### src/rtl/regfile_wb_arbiter.sv
// Register-file write-back arbiter: ALU results win the single write port, queued load returns fill the gaps.
// Optional same-cycle read forwarding is enabled by defining REGFILE_WB_FWD_EN.
module regfile_wb_arbiter #(
  parameter int LQ_DEPTH     = 4,
  parameter int STARVE_LIMIT = 8
) (
  input  logic        i_clk,
  input  logic        i_rst_n,
  input  logic        i_ld_issue,
  input  logic [4:0]  i_ld_issue_rd,
  input  logic        i_alu_valid,
  input  logic [4:0]  i_alu_rd,
  input  logic [31:0] i_alu_data,
  input  logic        i_ld_valid,
  input  logic [4:0]  i_ld_rd,
  input  logic [31:0] i_ld_data,
  output logic        o_ld_ready,
  input  logic [4:0]  i_raddr1,
  input  logic [4:0]  i_raddr2,
  input  logic [31:0] i_rf_rdata1,
  input  logic [31:0] i_rf_rdata2,
  output logic [31:0] o_rdata1,
  output logic [31:0] o_rdata2,
  output logic        o_stall,
  output logic        o_wb_hold,
  output logic        o_we,
  output logic [4:0]  o_waddr,
  output logic [31:0] o_wdata
);

  localparam int PW = $clog2(LQ_DEPTH);
  localparam int CW = $clog2(LQ_DEPTH + 1);
  localparam int SW = $clog2(STARVE_LIMIT + 1);
  localparam logic [PW-1:0] PTR_ONE    = PW'(1);
  localparam logic [CW-1:0] CNT_ONE    = CW'(1);
  localparam logic [CW-1:0] CNT_FULL   = CW'(LQ_DEPTH);
  localparam logic [SW-1:0] STARVE_ONE = SW'(1);
  localparam logic [SW-1:0] STARVE_MAX = SW'(STARVE_LIMIT);

  logic [4:0]    lq_rd_reg   [LQ_DEPTH];
  logic [31:0]   lq_data_reg [LQ_DEPTH];
  logic [PW-1:0] lq_wr_ptr_reg, lq_rd_ptr_reg;
  logic [CW-1:0] lq_cnt_reg, lq_cnt_next;
  logic [SW-1:0] starve_cnt_reg, starve_cnt_next;
  logic [31:0]   busy_reg, busy_next;
  logic          hold_reg;
  logic          we_reg, we_next;
  logic [4:0]    waddr_reg, waddr_next;
  logic [31:0]   wdata_reg, wdata_next;

  logic        lq_full, lq_empty, lq_push, lq_pop, alu_win;
  logic [4:0]  head_rd;
  logic [31:0] head_data;

  assign lq_full    = (lq_cnt_reg == CNT_FULL);
  assign lq_empty   = (lq_cnt_reg == '0);
  assign o_ld_ready = !lq_full;
  assign lq_push    = i_ld_valid && !lq_full;
  assign alu_win    = i_alu_valid && (i_alu_rd != 5'd0);
  assign lq_pop     = !lq_empty && !alu_win;
  assign head_rd    = lq_rd_reg[lq_rd_ptr_reg];
  assign head_data  = lq_data_reg[lq_rd_ptr_reg];

  // Queue storage has no reset; only the pointers and count define validity.
  always_ff @(posedge i_clk) begin
    if (lq_push) begin
      lq_rd_reg[lq_wr_ptr_reg]   <= i_ld_rd;
      lq_data_reg[lq_wr_ptr_reg] <= i_ld_data;
    end
  end

  always_comb begin
    lq_cnt_next = lq_cnt_reg;
    case ({lq_push, lq_pop})
      2'b10:   lq_cnt_next = lq_cnt_reg + CNT_ONE;
      2'b01:   lq_cnt_next = lq_cnt_reg - CNT_ONE;
      default: lq_cnt_next = lq_cnt_reg;
    endcase
  end

  // Discarded rd==0 heads still pop, they just never reach the write port.
  always_comb begin
    we_next    = 1'b0;
    waddr_next = waddr_reg;
    wdata_next = wdata_reg;
    if (alu_win) begin
      we_next    = 1'b1;
      waddr_next = i_alu_rd;
      wdata_next = i_alu_data;
    end else if (lq_pop && (head_rd != 5'd0)) begin
      we_next    = 1'b1;
      waddr_next = head_rd;
      wdata_next = head_data;
    end
  end

  always_comb begin
    if (lq_empty || lq_pop)
      starve_cnt_next = '0;
    else if (starve_cnt_reg != STARVE_MAX)
      starve_cnt_next = starve_cnt_reg + STARVE_ONE;
    else
      starve_cnt_next = starve_cnt_reg;
  end

  // A new issue to the same rd outranks the pop of an older return.
  assign busy_next[0] = 1'b0;
  generate
    for (genvar gi = 1; gi < 32; gi++) begin : g_busy
      assign busy_next[gi] = (i_ld_issue && (i_ld_issue_rd == 5'(gi))) ? 1'b1 :
                             (lq_pop && (head_rd == 5'(gi)))          ? 1'b0 :
                                                                        busy_reg[gi];
    end
  endgenerate

  always_ff @(posedge i_clk or negedge i_rst_n) begin
    if (!i_rst_n) begin
      lq_wr_ptr_reg  <= '0;
      lq_rd_ptr_reg  <= '0;
      lq_cnt_reg     <= '0;
      starve_cnt_reg <= '0;
      hold_reg       <= 1'b0;
      busy_reg       <= '0;
      we_reg         <= 1'b0;
      waddr_reg      <= '0;
      wdata_reg      <= '0;
    end else begin
      if (lq_push) lq_wr_ptr_reg <= lq_wr_ptr_reg + PTR_ONE;
      if (lq_pop)  lq_rd_ptr_reg <= lq_rd_ptr_reg + PTR_ONE;
      lq_cnt_reg     <= lq_cnt_next;
      starve_cnt_reg <= starve_cnt_next;
      hold_reg       <= (starve_cnt_next == STARVE_MAX);
      busy_reg       <= busy_next;
      we_reg         <= we_next;
      waddr_reg      <= waddr_next;
      wdata_reg      <= wdata_next;
    end
  end

  assign o_stall   = ((i_raddr1 != 5'd0) && busy_reg[i_raddr1]) ||
                     ((i_raddr2 != 5'd0) && busy_reg[i_raddr2]);
  assign o_wb_hold = hold_reg;
  assign o_we      = we_reg;
  assign o_waddr   = waddr_reg;
  assign o_wdata   = wdata_reg;

`ifdef REGFILE_WB_FWD_EN
  // The write being presented now lands at the same edge decode samples its read.
  assign o_rdata1 = (we_reg && (waddr_reg == i_raddr1) && (i_raddr1 != 5'd0)) ? wdata_reg : i_rf_rdata1;
  assign o_rdata2 = (we_reg && (waddr_reg == i_raddr2) && (i_raddr2 != 5'd0)) ? wdata_reg : i_rf_rdata2;
`else
  assign o_rdata1 = i_rf_rdata1;
  assign o_rdata2 = i_rf_rdata2;
`endif

endmodule

### config.mk
export PLATFORM = sky130hd
export DESIGN_NAME = regfile_wb_arbiter
export DESIGN_NICKNAME = d
export VERILOG_FILES = /design/src/rtl/regfile_wb_arbiter.sv
export SDC_FILE = /design/constraint.sdc
export NUM_CORES = 1
export LEC_CHECK = 0
export CAP_MARGIN = 20
export CELL_PAD_IN_SITES_DETAIL_PLACEMENT = 2
export CELL_PAD_IN_SITES_GLOBAL_PLACEMENT = 2
export CORE_MARGIN = 5
export CORE_UTILIZATION = 34
export DETAILED_ROUTE_END_ITERATION = 7
export PLACE_DENSITY_LB_ADDON = 0.3
export SYNTH_ARGS = -nofsm -noshare
export SYNTH_HDL_FRONTEND = slang
export SYNTH_SLANG_ARGS = --single-unit
### constraint.sdc
create_clock -name i_clk -period 2.6 [get_ports i_clk]
set_input_delay 0.26 -clock i_clk [delete_from_list [all_inputs] [get_ports i_clk]]
set_output_delay 0.26 -clock i_clk [all_outputs]
set_load 0.05 [all_outputs]
; Yosys cells after proc, flatten, opt, wreduce, memory -nomap -nowiden
; Memory sizes are Yosys's and may differ from the RTL's.
; Cells that the tools add are included.
[totals]
register_bits = 81
mem_bits_rw = 148
inputBits = 158
output_inout_bits = 105
wordCells = 303
memories = 2
[op_classes]
addsub = 5
n_lt_le_gt_ge = 2
eq_ne = 67
n_mux = 77
n_reduce_logical = 111
[mem_list]
columns = name, words, width, read_ports, rd_clocked_by_memory_dff, write_ports, line_no
row1 = lq_data_reg, 4, 32, 1, 0, 1, 41  ; logic [31:0] lq_data_reg [LQ_DEPTH];
row2 = lq_rd_reg, 4, 5, 1, 0, 1, 40  ; logic [4:0] lq_rd_reg [LQ_DEPTH];
[op_table]
columns = operator, n
row1 = "5-bit == test, second input constant", 32
row2 = "5-bit by 4-bit == test with 1-bit output, second input constant", 16
row3 = 1-bit logical AND, 68
row4 = 1-bit 2-to-1 mux, 68
row5 = 2-bit nonzero test, 33
row6 = 32-bit 2-to-1 mux, 2
row7 = "5-bit by 3-bit == test with 1-bit output, second input constant", 8
row8 = "5-bit by 2-bit == test with 1-bit output, second input constant", 4
row9 = 5-bit nonzero test, 4
row10 = "5-bit by 6-bit < comparator with 1-bit output, second input constant", 2
row11 = 1-bit binary-select mux with 5-bit select, 2
row12 = "5-bit by 1-bit == test with 1-bit output, second input constant", 2
row13 = 5-bit 2-to-1 mux, 2
row14 = 4-bit 2-to-1 mux, 2
row15 = 3-bit case mux with 2 select lines, 1
row16 = "2-bit by 1-bit adder with 2-bit output, second input constant", 2
row17 = "4-bit by 1-bit adder with 4-bit output, second input constant", 1
row18 = "4-bit == test, second input constant", 1
row19 = "4-bit != test, second input constant", 1
row20 = "3-bit by 1-bit adder with 3-bit output, second input constant", 1
row21 = "3-bit == test, second input constant", 1
row22 = 1-bit logical NOT, 3
row23 = 3-bit logical NOT, 1
row24 = "3-bit by 1-bit subtractor with 3-bit output, second input constant", 1
row25 = other kinds (3), 4

; Depth between registers and ports, before layout
[logic_depth]
depth_word = 7
mapped_depth = 10
depth_no_buf = 10

; Worst setup path before layout
; No wires, ideal clock.
[synth_timing]
path_kind = input to output
from = in i_raddr2[0]
to = out o_stall
arrival_time_ps = 2267
slack_ps = 73
path_stages = 5
path_buffers = 1
path_cell_list = clkbuf_1 > mux4_2 > mux4_2 > o211ai_1 > nand4_1
[synth_between]
elab_chain_len = 4
word_cells_on_any_way = 5
classes_between = 2 x mux / 3 x reduce/logical
[synth_rtl]
columns = element, line_no
row1 = start: declaration, 19  ; input logic [4:0] i_raddr2,
row2 = 1-bit binary-select mux with 5-bit select, 141  ; ((i_raddr2 != 5'd0) && busy_reg[i_raddr2]);
row3 = 1-bit 2-to-1 mux (not written as such), 141
row4 = 1-bit logical AND *, 141
row5 = 1-bit logical OR *, 140  ; assign o_stall = ((i_raddr1 != 5'd0) && busy_reg[i_raddr1]) ||
row6 = end: declaration, 24  ; output logic o_stall,
; Mark *: on every way between the ends. The rest lies on a longest branch, timed or not. The select of a mux whose other input is x is not followed.

; Worst setup path in the final report
[layout_timing]
from = reg busy_reg[13]
to = out o_stall
[layout_between]
elab_chain_len = 4
word_cells_on_any_way = 7
classes_between = 4 x mux / 3 x reduce/logical
[layout_rtl]
columns = element, line_no
row1 = start: declaration, 45  ; logic [31:0] busy_reg, busy_next;
row2 = start signal: assignment, 133  ; busy_reg <= busy_next;
row3 = 1-bit binary-select mux with 5-bit select (on tied branches), "140, 141"
row4 = 1-bit 2-to-1 mux (on tied branches), "140, 141"
row5 = 1-bit logical AND (on tied branches), "140, 141"
row6 = 1-bit logical OR *, 140
; Marked as above.

==> impl_summary.log <==
INFO  metric min_path_type = input pin to asynchronous set/reset pin
INFO  metric timing.max_cap.violations = 0
INFO  metric synth_largest_area_cell = edfxtp_1
INFO  metric global_route_congestion_overflow_total = 0
INFO  metric fin_worst_skew = 9.98 ps
INFO  metric grtUsageTotal = 16.6%
INFO  metric yosysTopAreaCellShare = 44.4%
INFO  metric cts_num_sinks = 229
INFO  metric grt_util_met3 = 4.08%
INFO  metric synth-edff-count = 148
INFO  metric synth_warnings = 0
INFO  metric detail_route.vias_per_cell = 5.24
INFO  metric slew_at_the_pin_closest_to_its_max_slew_limit = 605 ps
INFO  metric antenna-diode-count = 0
INFO  metric starting_density_of_the_core = 34.7%
INFO  metric detail_route.wirelength = 28000 µm
INFO  metric timing.critical_path.to_type = primary output
INFO  metric share_seq_of_total_power = 38.2%
INFO  metric detailedRoute.firstPassIterationCount = 5
INFO  metric report.final.setup_viol = 0
INFO  metric critical_path.max_fanout = 3
INFO  metric detail_route.iter0.violations = 276
INFO  metric ys_seq_elements = 229
INFO  metric p_comb_share = 36.2%
INFO  metric fp.dieW = 182 µm
INFO  metric postSynthAreaPerCell = 15.7 µm²
INFO  metric r2r.worst_path.cells = 8
INFO  metric ys_async_sr_fraction = 35.4%
INFO  metric largest_net_degree_at_the_start_of_global_routing = 44
INFO  metric yosysUniqueCellTypes = 48
INFO  metric area_occupied_by_multi_input_gates = 2890 µm²
INFO  metric utilization = 43.4%
INFO  metric hold_viol = 0
INFO  metric dr_total_vias = 6052
INFO  metric ys_top_cells_by_count = edfxtp_1, dfrtp_1, o21ai_0, buf_4, mux4_2
INFO  metric run_status = complete, no violations
INFO  metric grt_first_pass_wirelength = 43100 µm
INFO  metric power_density = 1160 nW/µm²
INFO  metric cp_data_required_time = 2340 ps
INFO  metric fin_hold_ws = 298 ps
INFO  metric finalWorstPathRequiredPeriod = 2580 ps
INFO  metric crit_arrival = 2320 ps
INFO  metric area_delta_synth_final = 25.2%
INFO  metric remaining_drc_errors = 0
INFO  metric syn_inst = 636
INFO  metric number_of_logic_stages_on_the_critical_path_including_buffering = 5
INFO  metric first_global_vias = 7128
INFO  metric intPower = 9510 µW
INFO  metric largest_register_ff_count = 128
INFO  metric min_period_over_period = 99.4%
INFO  metric place.port_buffers = 134
INFO  metric seqCellArea = 6470 µm²
INFO  metric critPathLaunchType = register
INFO  metric number_of_nets_at_the_end_of_the_flow = 919
INFO  metric chipHeight = 182 µm
INFO  metric total_switching_power = 4970 µW
INFO  metric core-area = 28900 µm²
INFO  metric synth.area.top_cells = edfxtp_1, dfrtp_1, mux4_2
INFO  metric swShare = 34.3%
INFO  metric clk_latency = 510 ps
INFO  metric dieArea = 33000 µm²
INFO  metric cell_seen_most_often_among_critical_path_stages = mux4_2
INFO  metric dp.final_hpwl = 19800 µm
INFO  metric crit_path_leading_delay_family = multiplexers
INFO  metric finalInstanceArea = 12500 µm²
INFO  metric layout-drive-gt1-share = 19.4%
INFO  metric grt_antenna_before_repair = 3
INFO  metric crit_path_cell_trace = mux4_2, mux4_2, o211ai_1, nand4_1, buf_6
INFO  metric synth_nets = 802
INFO  metric critical-path-slowest-cell = mux4_2
INFO  metric timing.setup.critical_path_class = register to primary output
INFO  metric grt_busiest_layer = met2
INFO  metric ctsLongestPathBuffers = 3
INFO  metric share_clk_of_total_power = 25.7%
INFO  metric boundaryPins = 263
INFO  metric leakagePower = 0.00447 µW
INFO  metric syn-cell-area = 10000 µm²
INFO  metric worst_rel_slew_slack = 59.7%
INFO  metric fmaxAchievable = 387 MHz
INFO  metric post-synth-top-count-cell = edfxtp_1
INFO  metric vdd_ir_drop_max = 593 µV
INFO  metric fin_total_pwr = 14500 µW
INFO  metric row_count = 62
INFO  metric gr-usage-met1 = 19.9%
INFO  metric gp_congestion = 0.815
INFO  metric placedInstanceArea = 11600 µm²
INFO  metric clockRootBuffer = clkbuf_16
INFO  metric cpPeakStageDelay = 470 ps
INFO  metric tritoncts = built
INFO  metric grt_setup_unrepaired = true
INFO  metric clk_pin_slew_worst_paths = 60 ps
INFO  metric met2_usage_grt = 30.5%
INFO  metric finalMaxSlewViolations = 0
INFO  metric seq_area_frac_synth = 64.7%
INFO  metric ys_flop_type = edfxtp_1
INFO  metric wire_per_inst = 24.2 µm
INFO  metric cts_made_buffers = 25
INFO  metric cp.buffers_inverters = 1
INFO  metric ant_nets_after_route = 0
INFO  metric num-fill-cells = 2760
INFO  metric htree_levels = 1
## logic make-up (layout without fill, tap and decap cells)
kind of cell,Yosys count,count (layout),share of synthesized area (%)
AND/OR/NAND/NOR,122,122,7.11
adder cells (fa/ha/maj),8,8,1.08
AO/OA/AOI/OAI,115,115,7.81
XOR/XNOR,8,8,0.700
buffers and inverters,97,233,6.58
multiplexers,57,57,12.1
flip-flops,229,229,64.7
## layer usage
metal | up-vias | share of wire, %
met1 | 3180 | 40
li1 | 2631 | -
met4 | 6 | 1.4
met3 | 53 | 5.9
met5 | - | 0.15
met2 | 182 | 53
## power groups by stage
stage	clock network, µW	registers [µW]	logic (µW)
6_report	3710	5530	5230
2_1_floorplan	0	6150	2760
3_3_place_gp	0	5510	4950
5_1_grt	3990	5640	5600
3_5_place_dp	0	5610	5140
4_1_cts	3810	5540	5300
## path summary, 6_finish.rpt
path | slack (ps) | endpoint | from
hold reg to reg | 520 | o_wdata[31] | o_wdata[31]
min in group i_clk | 360 | o_wdata[25] | i_alu_data[25]
max in group asynchronous | 1630 | busy_reg[25] | i_rst_n
hold / removal | 300 | o_wdata[29] | i_rst_n
setup / recovery | 20 | o_stall | busy_reg[13]
setup reg to reg | 90 | o_wdata[23] | lq_rd_ptr_reg[0]
## placed cells by master (no fill, tap or decap), types with 3 or more instances in the layout
master and n:
edfxtp_1 148, clkdlybuf4s50_1 131, dfrtp_1 79, o21ai_0 66, mux4_2 49, nor2b_1 39, a221o_1 32, buf_4 31
clkbuf_16 26, nand2_1 22, nor2_1 14, inv_1 10, nand2b_1 10, buf_12 8, ha_1 7, clkinv_2 7
nor3_1 5, nand3_1 5, mux2i_1 5, xnor2_1 4, xor2_1 4, and3_2 4, a221oi_1 4, clkbuf_1 4
bufinv_16 4, buf_6 4, nand3b_1 3
## per-stage QoR
step	cells	worst slack [ps]	TNS (ps)
2_1_floorplan	636	73.0	0
3_3_place_gp	1099	-16.9	-16.9
3_5_place_dp	1099	-82.1	-430
4_1_cts	1152	-29.6	-29.6
5_1_grt	1156	-102	-143
6_report	1156	16.0	0
## what timing repair did
action,CTS,global route
gates resized for setup,3,4
hold endpoints to repair,38,0
gates cloned,0,1
buffers inserted,6,3
hold buffers,1,0
endpoints found under the setup margin,19,13
## area by class of cell
type | count | share of cell area (%)
multi-input cells | 310 | 23.1
well taps | 384 | 3.84
flip-flops and latches | 229 | 51.7
clock buffers | 32 | 5.53
repair buffers | 177 | 14.2
inverters | 10 | 0.300
clock inverters | 14 | 1.40
(Power assumes the default switching activity.)
